`config.mk`:
```
export PLATFORM = sky130hd
export DESIGN_NAME = move_msg_tx
export DESIGN_NICKNAME = d
export VERILOG_FILES = /design/src/rtl/move_msg_tx.sv
export SDC_FILE = /design/constraint.sdc
export NUM_CORES = 1
export LEC_CHECK = 0
export CAP_MARGIN = 20
export CORE_MARGIN = 5
export CORE_UTILIZATION = 41
export DETAILED_ROUTE_END_ITERATION = 10
export GPL_ROUTABILITY_DRIVEN = 0
export PLACE_DENSITY_LB_ADDON = 0.25
export SLEW_MARGIN = 20
export SYNTH_ARGS = -nofsm -noshare
export SYNTH_HDL_FRONTEND = slang
export SYNTH_SLANG_ARGS = --single-unit
```
`constraint.sdc`:
```
create_clock -name baud_clk -period 1.74 [get_ports baud_clk]
set_input_delay 0.174 -clock baud_clk [delete_from_list [all_inputs] [get_ports baud_clk]]
set_output_delay 0.174 -clock baud_clk [all_outputs]
set_load 0.01 [all_outputs]
```
`src/rtl/move_msg_tx.sv`:
```
`default_nettype none
// ============================================================================
//  Module   : move_msg_tx
//  Purpose  : Serialises one connect-6 move (two stones, row/col each) into
//             an ASCII digit message and feeds it one byte at a time to the
//             UART byte transmitter through its tx_data / transmit_en /
//             transmit_done handshake. Runs in the baud_clk domain.
//  Ports    : baud_clk      - clock, all logic on the rising edge
//             reset         - asynchronous, active-low reset
//             move_valid    - engine presents a move
//             move_ready    - block can accept a move (IDLE only)
//             row1/col1     - stone 1 coordinates, legal 0..19
//             row2/col2     - stone 2 coordinates, legal 0..19
//             tx_data       - byte to the transmitter
//             transmit_en   - request to the transmitter
//             transmit_done - transmitter done flag
//             msg_done      - one-cycle pulse after the last byte's handshake
//             coord_err     - one-cycle pulse when a move is rejected
//             busy          - high whenever not in IDLE
//  Revision : 1.0 - initial release
// ============================================================================
module move_msg_tx #(
  parameter bit         APPEND_NL = 1'b1,
  parameter logic [7:0] NL_CHAR   = 8'h0A
) (
  input  logic       baud_clk,
  input  logic       reset,
  input  logic       move_valid,
  output logic       move_ready,
  input  logic [4:0] row1,
  input  logic [4:0] col1,
  input  logic [4:0] row2,
  input  logic [4:0] col2,
  output logic [7:0] tx_data,
  output logic       transmit_en,
  input  logic       transmit_done,
  output logic       msg_done,
  output logic       coord_err,
  output logic       busy
);

  localparam logic [3:0] C_LAST_IDX  = APPEND_NL ? 4'd8 : 4'd7;
  localparam logic [4:0] C_MAX_COORD = 5'd19;

  typedef enum logic [1:0] {
    ST_IDLE    = 2'd0,
    ST_SEND    = 2'd1,
    ST_RELEASE = 2'd2
  } state_t;

  state_t     r_state;
  state_t     w_state_nxt;
  logic [3:0] r_idx;
  logic [4:0] r_row1, r_col1, r_row2, r_col2;
  logic [7:0] r_tx_data;
  logic       r_msg_done;
  logic       r_coord_err;

  logic       w_coords_ok;
  logic       w_load_first;
  logic       w_advance;
  logic       w_finish;
  logic       w_reject;
  logic [3:0] w_idx_inc;

  // ASCII digit of a 0..19 value: tens is just the >=10 flag, ones is a
  // conditional subtract, so no divider is needed.
  function automatic logic [7:0] digit_byte(input logic [4:0] v, input logic tens);
    logic       ge10;
    logic [4:0] ones;
    ge10 = (v >= 5'd10);
    ones = ge10 ? (v - 5'd10) : v;
    if (tens) begin
      return 8'h30 + {7'd0, ge10};
    end
    return 8'h30 + {3'd0, ones};
  endfunction

  // Even indices carry the tens digit, odd indices the ones digit; pairs of
  // indices walk row1, col1, row2, col2. Index 8 is the terminator.
  function automatic logic [7:0] byte_at(input logic [3:0] idx,
                                         input logic [4:0] r1, input logic [4:0] c1,
                                         input logic [4:0] r2, input logic [4:0] c2);
    logic [7:0] b;
    case (idx[3:1])
      3'd0:    b = digit_byte(r1, ~idx[0]);
      3'd1:    b = digit_byte(c1, ~idx[0]);
      3'd2:    b = digit_byte(r2, ~idx[0]);
      3'd3:    b = digit_byte(c2, ~idx[0]);
      default: b = NL_CHAR;
    endcase
    return b;
  endfunction

  assign w_coords_ok = (row1 <= C_MAX_COORD) && (col1 <= C_MAX_COORD) &&
                       (row2 <= C_MAX_COORD) && (col2 <= C_MAX_COORD);
  assign w_idx_inc   = r_idx + 4'd1;

  // Next-state and output decode
  always_comb begin
    w_state_nxt  = r_state;
    w_load_first = 1'b0;
    w_advance    = 1'b0;
    w_finish     = 1'b0;
    w_reject     = 1'b0;
    transmit_en  = 1'b0;
    move_ready   = 1'b0;
    busy         = 1'b1;
    case (r_state)
      ST_IDLE: begin
        move_ready = 1'b1;
        busy       = 1'b0;
        if (move_valid) begin
          if (w_coords_ok) begin
            w_state_nxt  = ST_SEND;
            w_load_first = 1'b1;
          end else begin
            w_reject = 1'b1;
          end
        end
      end
      ST_SEND: begin
        transmit_en = 1'b1;
        if (transmit_done) begin
          w_state_nxt = ST_RELEASE;
        end
      end
      ST_RELEASE: begin
        // Wait for the transmitter to drop done so the next request never
        // rises on top of a stale done flag.
        if (!transmit_done) begin
          if (r_idx == C_LAST_IDX) begin
            w_state_nxt = ST_IDLE;
            w_finish    = 1'b1;
          end else begin
            w_state_nxt = ST_SEND;
            w_advance   = 1'b1;
          end
        end
      end
      default: begin
        w_state_nxt = ST_IDLE;
      end
    endcase
  end

  always_ff @(posedge baud_clk or negedge reset) begin
    if (!reset) begin
      r_state     <= ST_IDLE;
      r_idx       <= 4'd0;
      r_row1      <= 5'd0;
      r_col1      <= 5'd0;
      r_row2      <= 5'd0;
      r_col2      <= 5'd0;
      r_tx_data   <= 8'h00;
      r_msg_done  <= 1'b0;
      r_coord_err <= 1'b0;
    end else begin
      r_state     <= w_state_nxt;
      r_msg_done  <= w_finish;
      r_coord_err <= w_reject;
      if (w_load_first) begin
        r_row1    <= row1;
        r_col1    <= col1;
        r_row2    <= row2;
        r_col2    <= col2;
        r_idx     <= 4'd0;
        // First byte comes straight from the inputs so tx_data is valid in
        // the same cycle transmit_en first rises.
        r_tx_data <= digit_byte(row1, 1'b1);
      end else if (w_advance) begin
        r_idx     <= w_idx_inc;
        r_tx_data <= byte_at(w_idx_inc, r_row1, r_col1, r_row2, r_col2);
      end
    end
  end

  assign tx_data   = r_tx_data;
  assign msg_done  = r_msg_done;
  assign coord_err = r_coord_err;

endmodule
`default_nettype wire

```
==> implementation parameters, run 1 <==
Parameter                              Value

Logic synthesis
  Part of the Yosys area used for sequential elements    between 30 and 40%
  Post-synthesis simple-gate area fraction    18.7%
  Number of synthesized flops with an enable pin    0
  Compound-cell area share of the yosys netlist    23.0%
  Mapped Avg Cell Area    9.16 µm²
  Yosys reg bits    34
  Yosys cell types    49
  Dominant combinational cell family by area after synthesis    compound AO/OA/AOI/OAI gates
  Count of mapped cells out of synthesis    234
  Post-Synth Adder-Cell Area    around 3.5%
  Dominant synthesized flop cell    dfrtp_1
  Post-synthesis mux area share    7.23%
  Xor and xnor area share after synthesis    a little over 2%
  Post-Synthesis Cell Area    approximately 2100 µm²
  Yosys warns    0
  Async SR Flop Fraction    100%
  Nets in the synthesized netlist    ~260

Global routing
  Global-route wire length before repair    ~9400 µm
  Pin count of the biggest net entering global routing    35
  Antenna violations before repair    0
  Overall Global Routing Usage    18.2%
  Number of global-route vias before repair    around 2,000
  Grt ovf    0

Outcome
  Failing checks    negative setup slack
  Run status    finished with violations

Run
  Count of maximum capacitance violations    0

Clocking
  Hold Buf Count CTS    0
  Clock root cell    clkbuf_8
  Maximum count of clock buffers along a single path    2
  Later-pin clock latency in the skew report    between 0.2 and 0.3 ns
  Clock-pin slew on the worst setup and hold paths    approximately 0.070 ns
  TritonCTS clock tree    yes
  TritonCTS Buffers    5
  Maximum level of the CTS H-tree    2
  TritonCTS sink count    34

Floorplan
  Count of pins on the block boundary    37
  Rows    26
  Chip width    82.3 µm
  Vertical extent of the die    82.3 µm
  Full die area    between 6000 and 7000 µm²
  Effective utilization at floorplan    about two fifths
  Core Footprint    about 5100 µm²

Worst setup path
  Crit path max-delay family    simple AND/OR/NAND/NOR gates
  Category of the worst setup path launch point    register
  Classification of the worst setup path    register to register
  Delay contributed by the slowest stage of the critical path    0.45 ns
  Worst Setup End Kind    register
  Maximum fanout count along the critical path    7
  Critical path buffer and inverter count    2
  Slowest library cell on the worst path    dfrtp_2
  Critical path, cell by cell    inv_2, ha_4, nor2b_4, a21oi_4, buf_6, a211oi_2, nor4_2, o31ai_1
  Worst path arrival time    just over 2 ns
  Required time at the worst-slack endpoint    1.91 ns

Placed design
  Placed Instance Area    roughly 2900 µm²
  PortBufs    35
  Final HPWL from detailed placement    4140 µm
  Dpl ws    -0.351 ns

Final layout
  Top library cells by usage in the layout, fill and taps aside    50 x buf_4, 35 x clkdlybuf4s50_1, 32 x dfrtp_1, 26 x o21ai_0, 17 x nand2_1
  Area Overhead vs Synth    59.6%
  Number of inserted diodes    0
  Final design area excluding fillers    3420 µm²
  Final layout net count    between 300 and 400
  Most common cell after layout, fill and taps aside    buf_4
  Number of inserted filler cells in the final layout    403
  Ratio of cells with drive above 1 in the final layout    a little over two fifths

Timing
  Worst Clk Skew    around 0.0092 ns
  Final number of hold-violating endpoints    0
  Setup TNS    -0.277 ns
  Final hold slack    0.292 ns
  Final worst setup slack    -0.128 ns
  Fmax    about 540 MHz
  Final worst path period need    1.87 ns
  Fraction of the cycle the final worst path needs    107%
  Slew Limit Fails    0
  RSZ-0062 raised after global routing    true
  Total of endpoints with negative setup slack in the final report    4

Power
  Power Density    1800 nW/µm²
  Peak VDD IR    between 0.001 and 0.0015 V
  Static leakage power    1.44 nW

Detailed routing
  Post-route DRC violation count    0
  Drt first-iter violations    between 80 and 90
  Per-cell routed wire length    15.2 µm
  Antenna violation net count after detailed routing    0
  Final routed wirelength across all metal layers    roughly 6000 µm
  Average via count per standard cell    roughly 5.2
  Total via count in the routed design    just over 2,000
  Number of optimization iterations in the first detailed-route pass    4

Worst hold path
  Hold Crit Class    input pin to asynchronous set/reset pin
sequential cells by signal (all words and copies together), names as in the netlist:
| signal | cells |
|---|---|
| r_idx | 4 |
| r_col1 | 5 |
| r_row1 | 5 |
| r_col2 | 5 |
| r_state | 2 |
| r_row2 | 5 |
| tx_data | 6 |
| coord_err | 1 |
| msg_done | 1 |
per-layer routing:
layer,track usage (%),wire (µm),vias to the layer above
li1,-,-,1018
met1,23.3,2570,984
met2,30.0,3070,49
met3,4.12,282,10
met4,6.48,99,0
met5,0,0,-
where the power goes:
part / total (mW) / switching [mW] / internal, mW / leakage [nW]
Sequential: 1.47 / 0.338 / 1.13 / 0.425
Combinational: 4.12 / 1.91 / 2.21 / 0.968
Clock: 0.588 / 0.282 / 0.305 / 0.0431
cell type report:
type | instances | area, µm² | area share (%)
inverters | 18 | 67.6 | 1.97
multi-input cells | 173 | 1490 | 43.4
flip-flops and latches | 34 | 853 | 24.9
clock buffers | 6 | 82.6 | 2.41
well taps | 70 | 87.6 | 2.56
repair buffers | 94 | 845 | 24.7
logic make-up (layout without fill, tap and decap cells):
| group | Yosys count | in the layout |
|---|---|---|
| AO/OA/AOI/OAI | 77 | 77 |
| multiplexers | 14 | 14 |
| flip-flops | 34 | 34 |
| AND/OR/NAND/NOR | 70 | 70 |
| XOR/XNOR | 5 | 5 |
| other | 1 | 1 |
| adder cells (fa/ha/maj) | 6 | 6 |
| buffers and inverters | 27 | 118 |
synth_stat cells, types with 2 or more instances:
library cell / count / area, µm²
a211oi_1: 8 / 60.1
a21boi_0: 2 / 15.0
a21o_1: 3 / 22.5
a21oi_1: 12 / 60.1
a21oi_2: 2 / 17.5
a221oi_2: 2 / 30.0
and3b_1: 2 / 17.5
buf_2: 4 / 20.0
buf_4: 2 / 15.0
clkbuf_1: 2 / 7.51
dfrtp_1: 34 / 851
ha_1: 6 / 75.1
inv_1: 18 / 67.6
mux2_2: 12 / 135
mux2i_1: 2 / 20.0
nand2_1: 18 / 67.6
nand2b_1: 5 / 31.3
nand3_1: 2 / 10.0
nand3b_1: 2 / 15.0
nand4_1: 2 / 12.5
nor2_1: 13 / 48.8
nor2b_1: 4 / 25.0
nor3_1: 3 / 15.0
nor3b_1: 8 / 60.1
nor4_1: 2 / 12.5
o21ai_0: 29 / 145
o21ai_1: 3 / 15.0
o22ai_1: 6 / 37.5
o31ai_1: 2 / 15.0
or4_1: 2 / 15.0
xnor2_1: 4 / 35.0
stage by stage:
stage	total power [mW]	cells	utilization [%]
final	6.17	395	67.0
after global routing	6.61	395	67.0
after CTS	5.59	389	62.1
after detailed placement	4.73	381	57.7
after global placement	4.65	381	57.7
after floorplan	3.25	234	-
path summary, 6_finish.rpt:
check	endpoint	slack (ns)	startpoint	cells past startpoint
hold reg to reg	tx_data[6]	0.49	tx_data[6]	2
hold / removal	r_state[1]	0.29	reset	2
setup / recovery	tx_data[2]	-0.13	r_idx[0]	8
min in group baud_clk	r_col1[1]	0.44	col1[1]	3
setup reg to reg	tx_data[2]	-0.13	r_idx[0]	8
max in group asynchronous	r_idx[1]	1.13	reset	2
timing repair:
action | CTS | global route
pin swaps | 11 | 13
buffers inserted | 3 | 6
resized for setup | 32 | 38
endpoints found under the setup margin | 19 | 13
gates cloned | 0 | 0
(Power assumes the default switching activity.)
==> run 2, diff against run 1 <==
Settings changed: DONT_BUFFER_PORTS set to 1.
==> run 2 against run 1 <==
  * The flow still finishes with violations (negative setup slack)
  * Combinational power shrank 11%
  * Critical path type unchanged
  * Worst setup slack gained 0.089 ns
  * Power shrank 4.0%
  * Die area is the same
  * Final area shrank 11%
  * Highest routed layer unchanged
  * Clock-buffer cell count shrank 1
  * Hold slack lost 0.28 ns
  * Flip-flop and latch count is the same
==> implementation parameters, run 2 (same netlist as run 1, synthesis figures left out) <==
Parameter                              Value

Final layout
  Number of inserted diodes    0 (unchanged)
  Top library cells by usage in the layout, fill and taps aside    46 x buf_4, 30 x dfrtp_1, 27 x o21ai_0, 18 x nand2_1 (was 50 x buf_4, 35 x clkdlybuf4s50_1, 32 x dfrtp_1, 26 x o21ai_0, 17 x nand2_1)
  Flip-flop count of the largest register after layout    6 (unchanged)
  Final layout net count    318 (was 356)
  Most common cell after layout, fill and taps aside    buf_4 (unchanged)
  Number of inserted filler cells in the final layout    451 (was 403)
  Ratio of cells with drive above 1 in the final layout    44.3% (was 41.8%)
  Area Overhead vs Synth    41.7% (was 59.6%)
  Count of placed standard cells in the final layout, fillers left out    359 (was 395)

Clocking
  TritonCTS clock tree    yes (unchanged)
  Maximum level of the CTS H-tree    2 (unchanged)
  Maximum count of clock buffers along a single path    2 (unchanged)
  Clock-pin slew on the worst setup and hold paths    0.08 ns (was 0.07 ns)
  TritonCTS sink count    34 (unchanged)
  TritonCTS Buffers    5 (unchanged)
  Clock root cell    clkbuf_8 (unchanged)
  Later-pin clock latency in the skew report    0.28 ns (was 0.29 ns)

Detailed routing
  Antenna violation net count after detailed routing    0 (unchanged)
  Average via count per standard cell    5.34 (was 5.22)
  Drt first-iter violations    115 (was 85)
  Post-route DRC violation count    0 (unchanged)
  Uppermost metal layer occupied by signal nets    met4 (unchanged)
  Number of optimization iterations in the first detailed-route pass    4 (unchanged)
  Wire length on met1    2660 µm (was 2570 µm)
  Wire length on met3    229 µm (was 282 µm)
  Per-cell routed wire length    15.6 µm (was 15.2 µm)
  Met2 routed wirelength    2630 µm (was 3070 µm)
  Final routed wirelength across all metal layers    5610 µm (was 6020 µm)
  Total via count in the routed design    1,918 (was 2,061)

Worst setup path
  Required time at the worst-slack endpoint    1.90 ns (was 1.91 ns)
  Worst Setup End Kind    register (unchanged)
  Category of the worst setup path launch point    register (unchanged)
  Classification of the worst setup path    register to register (unchanged)
  Maximum fanout count along the critical path    7 (unchanged)
  Worst path arrival time    1.94 ns (was 2.04 ns)

Global routing
  Pin count of the biggest net entering global routing    35 (unchanged)
  Grt ovf    0 (unchanged)
  Overall Global Routing Usage    17.1% (was 18.2%)
  Number of global-route vias before repair    1,865 (was 1,991)
  Antenna violations before repair    0 (unchanged)
  Global-route wire length before repair    8890 µm (was 9360 µm)

Timing
  RSZ-0062 raised after global routing    true (unchanged)
  Worst Clk Skew    0.00879 ns (was 0.00925 ns)
  Slew Limit Fails    0 (unchanged)
  Final worst setup slack    -0.0383 ns (was -0.128 ns)
  Final worst path period need    1.78 ns (was 1.87 ns)
  Fmax    562 MHz (was 535 MHz)
  Fraction of the cycle the final worst path needs    102% (was 107%)
  Total of endpoints with negative setup slack in the final report    2 (was 4)
  Final number of hold-violating endpoints    0 (unchanged)

Placed design
  Dpl ws    -0.122 ns (was -0.351 ns)
  PortBufs    0 (was 35)
  Final HPWL from detailed placement    3820 µm (was 4140 µm)
  Post-placement cell count    338 (was 381)

Power
  Switching part of the total power    40.0% (was 41.0%)
  Peak VDD IR    0.00109 V (was 0.00106 V)
  Switching Power    2.37 mW (was 2.53 mW)
  Internal Dissipation    3.56 mW (was 3.65 mW)
  Power Density    1950 nW/µm² (was 1800 nW/µm²)
  Total power    5.93 mW (was 6.17 mW)
  Portion of total power attributed to combinational logic    62.0% (was 66.7%)
  Sequential cell fraction of total power    25.8% (was 23.7%)
  Static leakage power    1.28 nW (was 1.44 nW)
  Clock network power share    12.2% (was 9.5%)

Floorplan
  Vertical extent of the die    82.3 µm (unchanged)
  Count of pins on the block boundary    37 (unchanged)
  Core Footprint    5110 µm² (unchanged)
  Chip width    82.3 µm (unchanged)
  Rows    26 (unchanged)
  Effective utilization at floorplan    42.0% (unchanged)
  Full die area    6780 µm² (unchanged)

Worst hold path
  Hold Crit Class    input pin to register (was input pin to asynchronous set/reset pin)

Outcome
  Run status    finished with violations (unchanged)
  Failing checks    negative setup slack (unchanged)

Run
  Count of maximum capacitance violations    0 (unchanged)
-- run 2: power groups by stage --
stage / registers [mW] / clock network [mW] / logic (mW)
5_1_grt: 1.59 / 0.779 / 4.03
3_3_place_gp: 1.50 / 0 / 2.82
6_report: 1.53 / 0.722 / 3.67
3_5_place_dp: 1.51 / 0 / 2.84
4_1_cts: 1.50 / 0.742 / 3.20
2_1_floorplan: 1.44 / 0 / 1.81
-- run 2: final cells by class --
class / count / area [µm²] / area share [%]
multi-input cells: 173 / 1450 / 47.6
clock buffers: 5 / 68.8 / 2.26
repair buffers: 56 / 473 / 15.6
flip-flops and latches: 34 / 856 / 28.2
well taps: 70 / 87.6 / 2.88
inverters: 18 / 67.6 / 2.22
clock inverters: 3 / 40.0 / 1.32
-- run 2: final timing paths --
path	start	slack (ns)	cells past startpoint	endpoint
min reg2reg	r_row1[0]	0.56	1	r_row1[0]
max in group asynchronous	reset	1.22	2	r_idx[2]
min in group asynchronous	reset	0.32	2	coord_err
max	r_idx[1]	-0.04	7	tx_data[6]
min	row2[2]	0.009	2	r_row2[2]
max reg2reg	r_idx[1]	-0.04	7	tx_data[6]
-- run 2: timing repair --
item | CTS | global route
endpoints found under the hold margin | 35 | 0
resized for setup | 27 | 35
endpoints found under the setup margin | 6 | 7
hold buffers | 3 | 0
pin swaps | 13 | 15
setup buffers | 5 | 6
-- run 2: metal layers --
| layer | vias to the layer above | GRT usage [%] |
|---|---|---|
| met3 | 7 | 3.69 |
| met5 | - | 0 |
| li1 | 954 | - |
| met2 | 36 | 26.2 |
| met1 | 921 | 23.3 |
| met4 | 0 | 7.14 |
-- run 2: worst max-delay path, stage by stage, from the launching register on --
cell,delay [ns]
dfrtp_2,0.45
ha_4,0.22
mux2i_4,0.21
a21oi_4,0.21
buf_6,0.13
inv_1,0.04
a221oi_2,0.27
o21ai_1,0.12
-- run 2: through the flow --
stage | hold WS [ns] | setup TNS (ns) | util, % | cell area, µm²
2_1_floorplan | -0.122 | 0 | - | 2160
3_3_place_gp | -0.120 | -0.284 | 49.7 | 2540
3_5_place_dp | -0.120 | -0.457 | 49.7 | 2540
4_1_cts | 0.00150 | -0.0253 | 55.3 | 2830
5_1_grt | 0.00701 | -0.528 | 59.5 | 3040
6_report | 0.00861 | -0.0453 | 59.5 | 3040
==> run 3, diff against run 2 <==
Settings changed: CTS_CLUSTER_SIZE set to 25.
==> results of run 3 <==
Final layout, timing and power as in run 2 (identical DEF).
